### src/rtl/pwd_pkg.sv
// Shared password-cracker constants, state encoding and charset index types.
// Reused by every cracker block that walks or decodes the 36-symbol charset.
package pwd_pkg;

   localparam int PWD_LEN      = 4;
   localparam int CHARSET_SIZE = 36;
   localparam int IDX_W        = 6;
   localparam int CHAR_W       = 8;

   typedef logic [IDX_W-1:0] idx_t;

   localparam idx_t IDX_LAST    = 6'd35;
   localparam idx_t ALPHA_COUNT = 6'd26;

   typedef enum logic [1:0] {
      ST_IDLE = 2'd0,
      ST_RUN  = 2'd1,
      ST_DONE = 2'd2
   } state_t;

endpackage

### src/rtl/pwd_candidate_gen_if.sv
// Candidate stream between a generator and its PE comparator (valid/ready).
interface pwd_candidate_gen_if #(
   parameter int PWD_LEN = 4,
   parameter int CHAR_W  = 8
);
   logic                        cand_valid;
   logic                        cand_ready;
   logic [PWD_LEN*CHAR_W-1:0]   cand;

   modport master (output cand_valid, output cand, input cand_ready);
   modport slave  (input cand_valid, input cand, output cand_ready);
endinterface

### src/rtl/pwd_char_map.sv
// Combinational charset index to ASCII: 0-25 -> 'A'-'Z', 26-35 -> '0'-'9', else '?'.
module pwd_char_map
   import pwd_pkg::*;
(
   input  idx_t              idx,
   output logic [CHAR_W-1:0] ascii
);

   // Digits start at index 26, so their base is '0' - 26 = 8'h16.
   always_comb begin
      if (idx < ALPHA_COUNT) begin
         ascii = 8'h41 + CHAR_W'(idx);
      end else if (idx <= IDX_LAST) begin
         ascii = 8'h16 + CHAR_W'(idx);
      end else begin
         ascii = 8'h3F;
      end
   end

endmodule

### src/rtl/pwd_candidate_gen.sv
// Odometer candidate generator for one PE; streams every 4-char candidate of a first-char slice.
// Optional feature macro: PWD_GEN_COUNT_EN adds a saturating accepted-handshake counter (cand_count).
module pwd_candidate_gen #(
   parameter int PWD_LEN      = pwd_pkg::PWD_LEN,
   parameter int CHARSET_SIZE = pwd_pkg::CHARSET_SIZE,
   parameter int IDX_W        = pwd_pkg::IDX_W
) (
   input  logic                 clk,
   input  logic                 rst,
   input  logic                 start,
   input  logic [IDX_W-1:0]     from,
   input  logic [IDX_W-1:0]     to,
   input  logic                 abort,
   pwd_candidate_gen_if.master  stream,
   output logic                 busy,
   output logic                 done
`ifdef PWD_GEN_COUNT_EN
   ,
   output logic [31:0]          cand_count
`endif
);
   import pwd_pkg::*;

   localparam logic [IDX_W-1:0] LAST_IDX = IDX_W'(CHARSET_SIZE - 1);

   state_t                        state_r, state_nxt;
   logic [IDX_W-1:0]              idx_r     [PWD_LEN];
   logic [IDX_W-1:0]              idx_inc_s [PWD_LEN];
   logic [IDX_W-1:0]              idx_nxt_s [PWD_LEN];
   logic [IDX_W-1:0]              to_r, to_clamp_s;
   logic [PWD_LEN*CHAR_W-1:0]     cand_r, cand_nxt_s;
   logic                          valid_r, busy_r, done_r;
   logic                          handshake_s, last_s, load_s, adv_s, start_acc_s;

   assign handshake_s = valid_r & stream.cand_ready;
   assign start_acc_s = start & (state_r != ST_RUN);

   // Clamp the requested end index into the charset.
   always_comb begin
      if (to > LAST_IDX) begin
         to_clamp_s = LAST_IDX;
      end else begin
         to_clamp_s = to;
      end
   end

   // Odometer increment (rightmost fastest) and last-candidate detect.
   always_comb begin
      logic carry;
      carry  = 1'b1;
      last_s = (idx_r[0] == to_r);
      for (int i = PWD_LEN - 1; i >= 0; i--) begin
         if (carry) begin
            if (idx_r[i] == LAST_IDX) begin
               idx_inc_s[i] = '0;
            end else begin
               idx_inc_s[i] = idx_r[i] + IDX_W'(1);
               carry        = 1'b0;
            end
         end else begin
            idx_inc_s[i] = idx_r[i];
         end
         last_s = last_s & ((i == 0) || (idx_r[i] == LAST_IDX));
      end
   end

   // Next-state logic; abort wins over a same-cycle handshake.
   always_comb begin
      state_nxt = state_r;
      load_s    = 1'b0;
      adv_s     = 1'b0;
      case (state_r)
         ST_IDLE, ST_DONE: begin
            if (start) begin
               if (from <= to_clamp_s) begin
                  state_nxt = ST_RUN;
                  load_s    = 1'b1;
               end else begin
                  state_nxt = ST_DONE;
               end
            end else begin
               state_nxt = state_r;
            end
         end
         ST_RUN: begin
            if (abort) begin
               state_nxt = ST_DONE;
            end else if (handshake_s) begin
               if (last_s) begin
                  state_nxt = ST_DONE;
               end else begin
                  adv_s = 1'b1;
               end
            end else begin
               state_nxt = ST_RUN;
            end
         end
         default: begin
            state_nxt = ST_IDLE;
         end
      endcase
   end

   // Next index values: load the slice start, advance, or hold.
   always_comb begin
      for (int i = 0; i < PWD_LEN; i++) begin
         if (load_s) begin
            idx_nxt_s[i] = (i == 0) ? from : '0;
         end else if (adv_s) begin
            idx_nxt_s[i] = idx_inc_s[i];
         end else begin
            idx_nxt_s[i] = idx_r[i];
         end
      end
   end

   // Map the next indices so cand can be a plain register; index 0 is the leftmost byte.
   for (genvar g = 0; g < PWD_LEN; g++) begin : g_map
      pwd_char_map u_map (
         .idx   (idx_nxt_s[g]),
         .ascii (cand_nxt_s[(PWD_LEN-1-g)*CHAR_W +: CHAR_W])
      );
   end

   // State, index and output registers.
   always_ff @(posedge clk or posedge rst) begin
      if (rst) begin
         state_r <= ST_IDLE;
         for (int i = 0; i < PWD_LEN; i++) begin
            idx_r[i] <= '0;
         end
         to_r    <= '0;
         cand_r  <= '0;
         valid_r <= 1'b0;
         busy_r  <= 1'b0;
         done_r  <= 1'b0;
      end else begin
         state_r <= state_nxt;
         idx_r   <= idx_nxt_s;
         if (start_acc_s) begin
            to_r <= to_clamp_s;
         end
         if (load_s || adv_s) begin
            cand_r <= cand_nxt_s;
         end
         valid_r <= (state_nxt == ST_RUN);
         busy_r  <= (state_nxt == ST_RUN);
         done_r  <= (state_nxt == ST_DONE);
      end
   end

`ifdef PWD_GEN_COUNT_EN
   logic [31:0] count_r;

   // Saturating count of accepted candidates, cleared by an accepted start.
   always_ff @(posedge clk or posedge rst) begin
      if (rst) begin
         count_r <= 32'd0;
      end else if (start_acc_s) begin
         count_r <= 32'd0;
      end else if (handshake_s && (count_r != 32'hFFFF_FFFF)) begin
         count_r <= count_r + 32'd1;
      end
   end

   assign cand_count = count_r;
`endif

   assign stream.cand_valid = valid_r;
   assign stream.cand       = cand_r;
   assign busy              = busy_r;
   assign done              = done_r;

endmodule

### src/flat_wrapper.sv
// flat-port wrapper written by rule: the top's interface ports become plain ports
module pwd_candidate_gen_flat import pwd_pkg::*;
#(
   parameter int PWD_LEN      = pwd_pkg::PWD_LEN,
   parameter int CHARSET_SIZE = pwd_pkg::CHARSET_SIZE,
   parameter int IDX_W        = pwd_pkg::IDX_W
)
  (clk, rst, start, from, to, abort, busy, done, stream_cand_valid, stream_cand, stream_cand_ready);
  pwd_candidate_gen_if #(.PWD_LEN(PWD_LEN), .CHAR_W(8)) stream_i ();
  input  logic clk;
  input  logic rst;
  input  logic start;
  input  logic [IDX_W-1:0] from;
  input  logic [IDX_W-1:0] to;
  input  logic abort;
  output logic busy;
  output logic done;
  output wire logic [$bits(stream_i.cand_valid)-1:0] stream_cand_valid;
  output wire logic [$bits(stream_i.cand)-1:0] stream_cand;
  input wire logic [$bits(stream_i.cand_ready)-1:0] stream_cand_ready;
  assign stream_cand_valid = stream_i.cand_valid;
  assign stream_cand = stream_i.cand;
  assign stream_i.cand_ready = stream_cand_ready;
  pwd_candidate_gen #(.PWD_LEN(PWD_LEN), .CHARSET_SIZE(CHARSET_SIZE), .IDX_W(IDX_W)) u_core (.clk(clk), .rst(rst), .start(start), .from(from), .to(to), .abort(abort), .stream(stream_i), .busy(busy), .done(done));
endmodule
### config.mk
export PLATFORM = sky130hd
export DESIGN_NAME = pwd_candidate_gen_flat
export DESIGN_NICKNAME = d
export VERILOG_FILES = /design/src/rtl/pwd_pkg.sv /design/src/rtl/pwd_candidate_gen_if.sv /design/src/rtl/pwd_char_map.sv /design/src/rtl/pwd_candidate_gen.sv /design/src/flat_wrapper.sv
export SDC_FILE = /design/constraint.sdc
export NUM_CORES = 1
export LEC_CHECK = 0
export ABC_CLOCK_PERIOD_IN_PS = 6100
export BUFFER_PORTS_ARGS = -buffer_cell sky130_fd_sc_hd__buf_2
export CAP_MARGIN = 0
export CORE_ASPECT_RATIO = 1.25
export CORE_UTILIZATION = 50
export DETAILED_ROUTE_END_ITERATION = 10
export PLACE_DENSITY = 0.75
export SYNTH_ARGS = -nofsm -noshare
export SYNTH_HDL_FRONTEND = slang
export SYNTH_SLANG_ARGS = --single-unit
export TNS_END_PERCENT = 30
### constraint.sdc
create_clock -name clk -period 6.1 [get_ports clk]
set_input_delay 0.61 -clock clk [delete_from_list [all_inputs] [get_ports clk]]
set_output_delay 0.61 -clock clk [all_outputs]
set_load 0.02 [all_outputs]
Word level (Yosys, flattened, before mapping)
Index checks and enable logic that the tools add are counted.
{ "totals": {"regBits": 66, "inputBits": 17, "output_inout_bits": 35} }
{ "op_classes": {"add_sub_neg": 12, "order_cmp": 10, "eq_ne": 10, "n_mux": 42, "bitwise": 5, "reduce_logical": 3} }
{ "ops": {"columns": ["cell", "count"], "rows": [
  ["two-way mux 6 bit", 16],
  ["adder 7 x 6 -> 8 bit, first input constant", 4],
  ["two-way mux 8 bit", 4],
  ["adder 5 x 6 -> 7 bit, first input constant", 4],
  ["two-way mux 7 bit", 4],
  ["adder 6 x 1 -> 6 bit, second input constant", 4],
  ["== test 6 bit, second input constant", 4],
  ["<= comparator 6 bit, second input constant", 4],
  ["< comparator 6 x 5 -> 1 bit, second input constant", 4],
  ["two-way mux 1 bit", 12],
  ["two-way mux 2 bit", 5],
  ["== test 6 bit", 1],
  ["greater-than comparator 6 bit, second input constant", 1],
  ["<= comparator 6 bit", 1],
  ["bitwise AND 1 bit", 5],
  ["== test 2 x 1 -> 1 bit, second input constant", 2],
  ["== test 2 bit, second input constant", 2],
  ["one-hot mux 2 bit (2 select lines)", 1],
  ["zero test 2 bit", 1],
  ["inequality test 2 x 1 -> 1 bit, second input constant", 1],
  ["OR reduction 2 bit", 1],
  ["logical OR 1 bit", 1]
]} }

Longest topological paths before layout
{ "depth": {"word_depth": 13, "depth_mapped": 18, "depth_no_buf": 17} }

Hierarchy
Synthesis repeated with hierarchy kept, for this count alone.
{ "hier_totals": {"hier_cells": 413, "hier_area_um2": 4299.1} }
{ "modules_own_cells": {"columns": ["module", "n_inst", "cells_each", "area_each_um2", "seq_area_each_um2"], "rows": [
  ["pwd_candidate_gen", 1, 285, 3333.2, 1651.6],
  ["pwd_char_map", 4, 32, 241.5, 0.0]
]} }

Worst setup path before layout
No wires, ideal clock.
{ "synth_timing": {"kind": "in2reg", "start": "input to[4]", "end": "register u_core.cand_r[4] (netlist: u_core.stream.cand[4])", "setup_time_ps": 119, "arrival_ps": 3556, "setup_slack_ps": 2425, "stages": 16, "path_buffers": 0, "path_cell_list": "nor3_1 > nor2_1 > or2_2 > ha_1 > nand2b_1 > a21oi_1 > o31a_1 > o22ai_2 > a21oi_1 > ha_1 > inv_1 > or4b_2 > o211ai_1 > xor2_1 > a21oi_1 > nor2_1"} }
{ "synth_between": {"elab_chain_len": 10} }
{ "synth_rtl": {"columns": ["item", "line", "source"], "rows": [
  ["from (decl)", "flat_wrapper.sv:14", "input logic [IDX_W-1:0] to;"],
  ["greater-than comparator 6 bit *", "pwd_candidate_gen.sv:40", "if (to > LAST_IDX) begin"],
  ["two-way mux 6 bit *", "pwd_candidate_gen.sv:40", null],
  ["via u_core.to_clamp_s[0]", "pwd_candidate_gen.sv:30", "logic [IDX_W-1:0] to_r, to_clamp_s;"],
  ["<= comparator 6 bit *", "pwd_candidate_gen.sv:75", "if (from <= to_clamp_s) begin"],
  ["two-way mux 1 bit *", "pwd_candidate_gen.sv:75", null],
  ["two-way mux 1 bit *", "pwd_candidate_gen.sv:74", "if (start) begin"],
  ["two-way mux 1 bit *", "pwd_candidate_gen.sv:72", "case (state_r)"],
  ["two-way mux 6 bit *", "pwd_candidate_gen.sv:107", "if (load_s) begin"],
  ["via u_core.g_map[3].u_map.idx[1]", "pwd_char_map.sv:5", "input idx_t idx,"],
  ["adder 5 x 6 -> 7 bit / <= comparator 6 bit (equally long branches)", "pwd_char_map.sv:14, pwd_char_map.sv:13", null],
  ["two-way mux 7 bit", "pwd_char_map.sv:13", "end else if (idx <= IDX_LAST) begin"],
  ["two-way mux 8 bit *", "pwd_char_map.sv:11", "if (idx < ALPHA_COUNT) begin"],
  ["to (signal assigned)", "pwd_candidate_gen.sv:144", "cand_r <= cand_nxt_s;"],
  ["to (decl)", "pwd_candidate_gen.sv:31", "logic [PWD_LEN*CHAR_W-1:0] cand_r, cand_nxt_s;"]
]} }
The timed path passes the listed nets; every way through them passes the cells marked *.
A chain may end at the register's enable or synchronous reset.

Worst setup path after layout
{ "layout_timing": {"start": "register u_core.idx_r[0] (netlist name)", "end": "register u_core.cand_r[4] (netlist: u_core.stream.cand[4])"} }
{ "layout_between": {"elab_chain_len": 13} }
{ "layout_rtl": {"columns": ["item", "line", "source"], "rows": [
  ["from (decl)", "pwd_candidate_gen.sv:27", "logic [IDX_W-1:0] idx_r [PWD_LEN];"],
  ["from (signal assigned)", "pwd_candidate_gen.sv:139", "idx_r <= idx_nxt_s;"],
  ["== test 6 bit", "pwd_candidate_gen.sv:54, pwd_candidate_gen.sv:63", null],
  ["bitwise AND 1 bit (3 in series)", "pwd_candidate_gen.sv:63", "last_s = last_s & ((i == 0) || (idx_r[i] == LAST_IDX));"],
  ["two-way mux 1 bit", "pwd_candidate_gen.sv:89", "if (last_s) begin"],
  ["two-way mux 1 bit", "pwd_candidate_gen.sv:88", "end else if (handshake_s) begin"],
  ["two-way mux 1 bit", "pwd_candidate_gen.sv:86", "if (abort) begin"],
  ["two-way mux 1 bit", "pwd_candidate_gen.sv:72", null],
  ["two-way mux 6 bit *", "pwd_candidate_gen.sv:109", "end else if (adv_s) begin"],
  ["two-way mux 6 bit *", "pwd_candidate_gen.sv:107", null],
  ["via u_core.g_map[3].u_map.idx[1]", "pwd_char_map.sv:5", null],
  ["adder 5 x 6 -> 7 bit / <= comparator 6 bit (equally long branches)", "pwd_char_map.sv:14, pwd_char_map.sv:13", null],
  ["two-way mux 7 bit", "pwd_char_map.sv:13", null],
  ["two-way mux 8 bit *", "pwd_char_map.sv:11", null]
]} }
Marks and branches as above.

==> reports/results.ini <==
[run_status]
run_status=complete, but fails checks
violations=design-rule violations

[critical_path]
cell_with_the_largest_stage_delay_on_the_worst_path=or4b_2
wp_data_required_ns=6.39
timing.rr.start=u_core.idx_r[0]
worst_ep_arrival_time_ns=4.51
timing.critical_path.cells=ha_1 -> nor4b_4 -> and4b_2 -> and4_1 -> o22ai_2 -> a21oi_1 -> ha_1 -> inv_1 -> or4b_2 -> o211ai_1 -> xor2_1 -> a21oi_1 -> nor2_1
timing.critical_path.from=u_core.idx_r[0]
critical_path.endpoint_type=register
r2r_setup_slack_ns=1.87
timing.critical_path.slowest_cell_delay_ns=0.64
crit_path_start_kind=register
crit_type=register to register
critical_path.max_fanout=9

[power]
vdd.ir_drop.worst_mv=0.2111
power-per-cell-area_nw_per_um2=344.7
leakage_nw=2.202

[drt]
vias_per_cell=5.842
detail_route.first_pass.iterations=8
routed_wirelength_um=9711
initialDrtViolationCount=169
detailroute.via_count=3517
detail_route.wl_per_cell_um=16.13
drt.antenna.violating_nets=0
drc_errors=6

[synth]
synthArstFlopShare_pct=100.0
synth_seq_cells=66
mappedNetlistArea_um2=4190
synthDominantCellAreaShare_pct=39.41
post_synth.cell_area_avg_um2=9.250
synth.yosys.seq_area_share_pct=39.41
number_of_library_cell_types_mapped_by_synthesis=78
synth-warning-count=0
synth_fp_nets=488
yosys_most_used_dff=dfrtp_1
synth-edff-count=0
yosysMostFrequentCell=dfrtp_1
yosys.area.top_type=dfrtp_1
post_synth_main_area_contributors=dfrtp_1, ha_1, nor2_1
synthTopCellsByCount=dfrtp_1, nor2_1, nand2_1, inv_1, a21oi_1
synthesis.instances=453

[final_layout]
area_growth_pct=13.62
post_route_cells_drive_above_1_share_pct=20.32
layout.core_utilization_pct=59.71
layout.area.seq_um2=1652
nNetsFinal=537
final.fill_count=700
multiInputGateArea_um2=2367
antenna_cells_inserted=0

[clock_tree]
numCtsBuffers=9
cts.repair_timing.setup_buffer_count=0
cts_hold_buf=0
cts.path.max_buffers=2
tritoncts_clock_tree=built
ctsHtreeMaxLevel=3
clock_sink_count=66
clkLatencyLatePin_ns=0.36
cts_repair_resize_count=0
clk_pin_slew_worst_paths_ns=0.08
ctsRootBufferMaster=clkbuf_8

[die]
die_area_um2=8753
die_height_um=104.4
die_x_um=83.88
ioPinCount=52
initial_core_util_pct=52.56
placeable_core_area_um2=7973
rows=36

[global_route]
vias_in_the_first_global_route=3607
grt_start_max_net_pins=67
grt_first_pass_wirelength_um=16870
grtUsageTotal_pct=24.09
grt_overflow=0
number_of_antenna_violations_at_the_first_check_in_global_routing=0

[hold_path]
hold_class=input port to asynchronous set/reset pin

[timing]
slew_headroom_pct=30.94
maxClockFrequency_mhz=236.6
skew_ns=0.01062
drv_slew=0
finalSetupTns_ns=0
timing.final.hold_violations=0
setup_viol=0
rsz_0062_raised_after_global_routing=no
finalCritPeriodShare_pct=69.27
tightest_slew_ns=1.032
fin_hold_ws_ns=0.4687
period_needed_ns=4.226

[place]
gp_congestion=0.8751
dpl_hpwl_um=7001
numPortBuffers=51

[job]
max_cap_violations=0

[cell families (layout without fill, tap and decap cells)]
kind of cell / after synthesis / count (layout) / share of synthesized area (%)
AOI/OAI and AO/OA: 100 / 100 / 18.07
muxes: 11 / 11 / 3.046
xor gates and xnor gates: 33 / 33 / 7.077
buffers and inverters: 39 / 93 / 4.091
DFF: 66 / 66 / 39.41
adders and majority gates: 18 / 18 / 5.375
and+or+nand+nor: 186 / 186 / 22.93
[area by class of cell]
class                      instances  share of cell area (%)
multi-input combinational        348                   49.72
tap                               95                   2.497
clock buffer                      11                   3.180
inverter                          23                   1.813
sequential                        66                   34.69
clock inverter                     5                   2.260
timing repair buffer              54                   5.834
[sequential cells by signal (all words and copies together) (netlist names)]
| signal | count |
|---|---|
| u_core.stream.cand_valid | 1 |
| u_core.state_r | 2 |
| u_core.stream.cand | 32 |
| u_core.done | 1 |
| u_core.to_r | 6 |
| u_core.idx_r | 24 |
[stage by stage]
step / instances / area (µm²) / setup WS (ns) / total power, mW
after floorplan: 453 / 4190 / 2.425 / 1.009
after global placement: 586 / 4502 / 1.964 / 1.151
after detailed placement: 586 / 4502 / 1.860 / 1.168
after CTS: 602 / 4761 / 1.878 / 1.652
after global routing: 602 / 4761 / 1.545 / 1.743
final: 602 / 4761 / 1.874 / 1.641
[report_power, final]
| part | internal [mW] | switching (mW) | total [mW] |
|---|---|---|---|
| clock | 0.297 | 0.184 | 0.481 |
| sequential | 0.535 | 0.0742 | 0.609 |
| combinational | 0.202 | 0.348 | 0.551 |
| total | 1.03 | 0.607 | 1.64 |
[worst max-delay path, delay by kind of cell, from the launching register on]
family	cells	cell delay, ns
simple gates	5	1.89
compound gates	4	0.88
fa+ha+maj	2	0.67
flops	1	0.49
xor+xnor	1	0.18
buf+inv	1	0.05
[final timing paths]
path                                          endpoint  cells past startpoint
worst max-delay path             u_core.stream.cand[4]                     13
worst min-delay path            u_core.stream.cand[27]                      3
worst max register to register   u_core.stream.cand[4]                     13
worst min register to register  u_core.stream.cand[30]                      1
max in group asynchronous       u_core.stream.cand[12]                      3
min in group clk                u_core.stream.cand[30]                      1
[cell usage in the layout, fill, tap and decap left out, types with 3 or more instances in the layout]
cell and n:
dfrtp_1 66, nor2_1 58, buf_2 51, nand2_1 43
inv_1 20, a21oi_1 20, xor2_1 19, ha_1 18
nand3_1 15, and2_1 13, xnor2_1 13, o21ai_0 12
clkbuf_8 11, a31oi_1 8, nand4_1 7, and3_1 7
nor2b_1 6, nand2b_1 6, mux2i_1 6, or2_2 5
a21o_1 5, nor3_1 5, o31ai_1 4, nor4_1 4
o21a_1 4, o22ai_1 4, mux2_2 4, or4_1 4
o22ai_2 3, o211ai_1 3, bufinv_16 3, buf_4 3
[per-layer routing]
layer  vias to the layer above  part of all wire, %  track usage (%)
met3                        25                  3.7            4.524
met5                         -                    0                0
met2                        81                   51            40.69
met4                         0                  2.6            12.44
li1                       1721                    -                -
met1                      1690                   42            29.09
No activity file was read; power rests on OpenSTA's default activity.
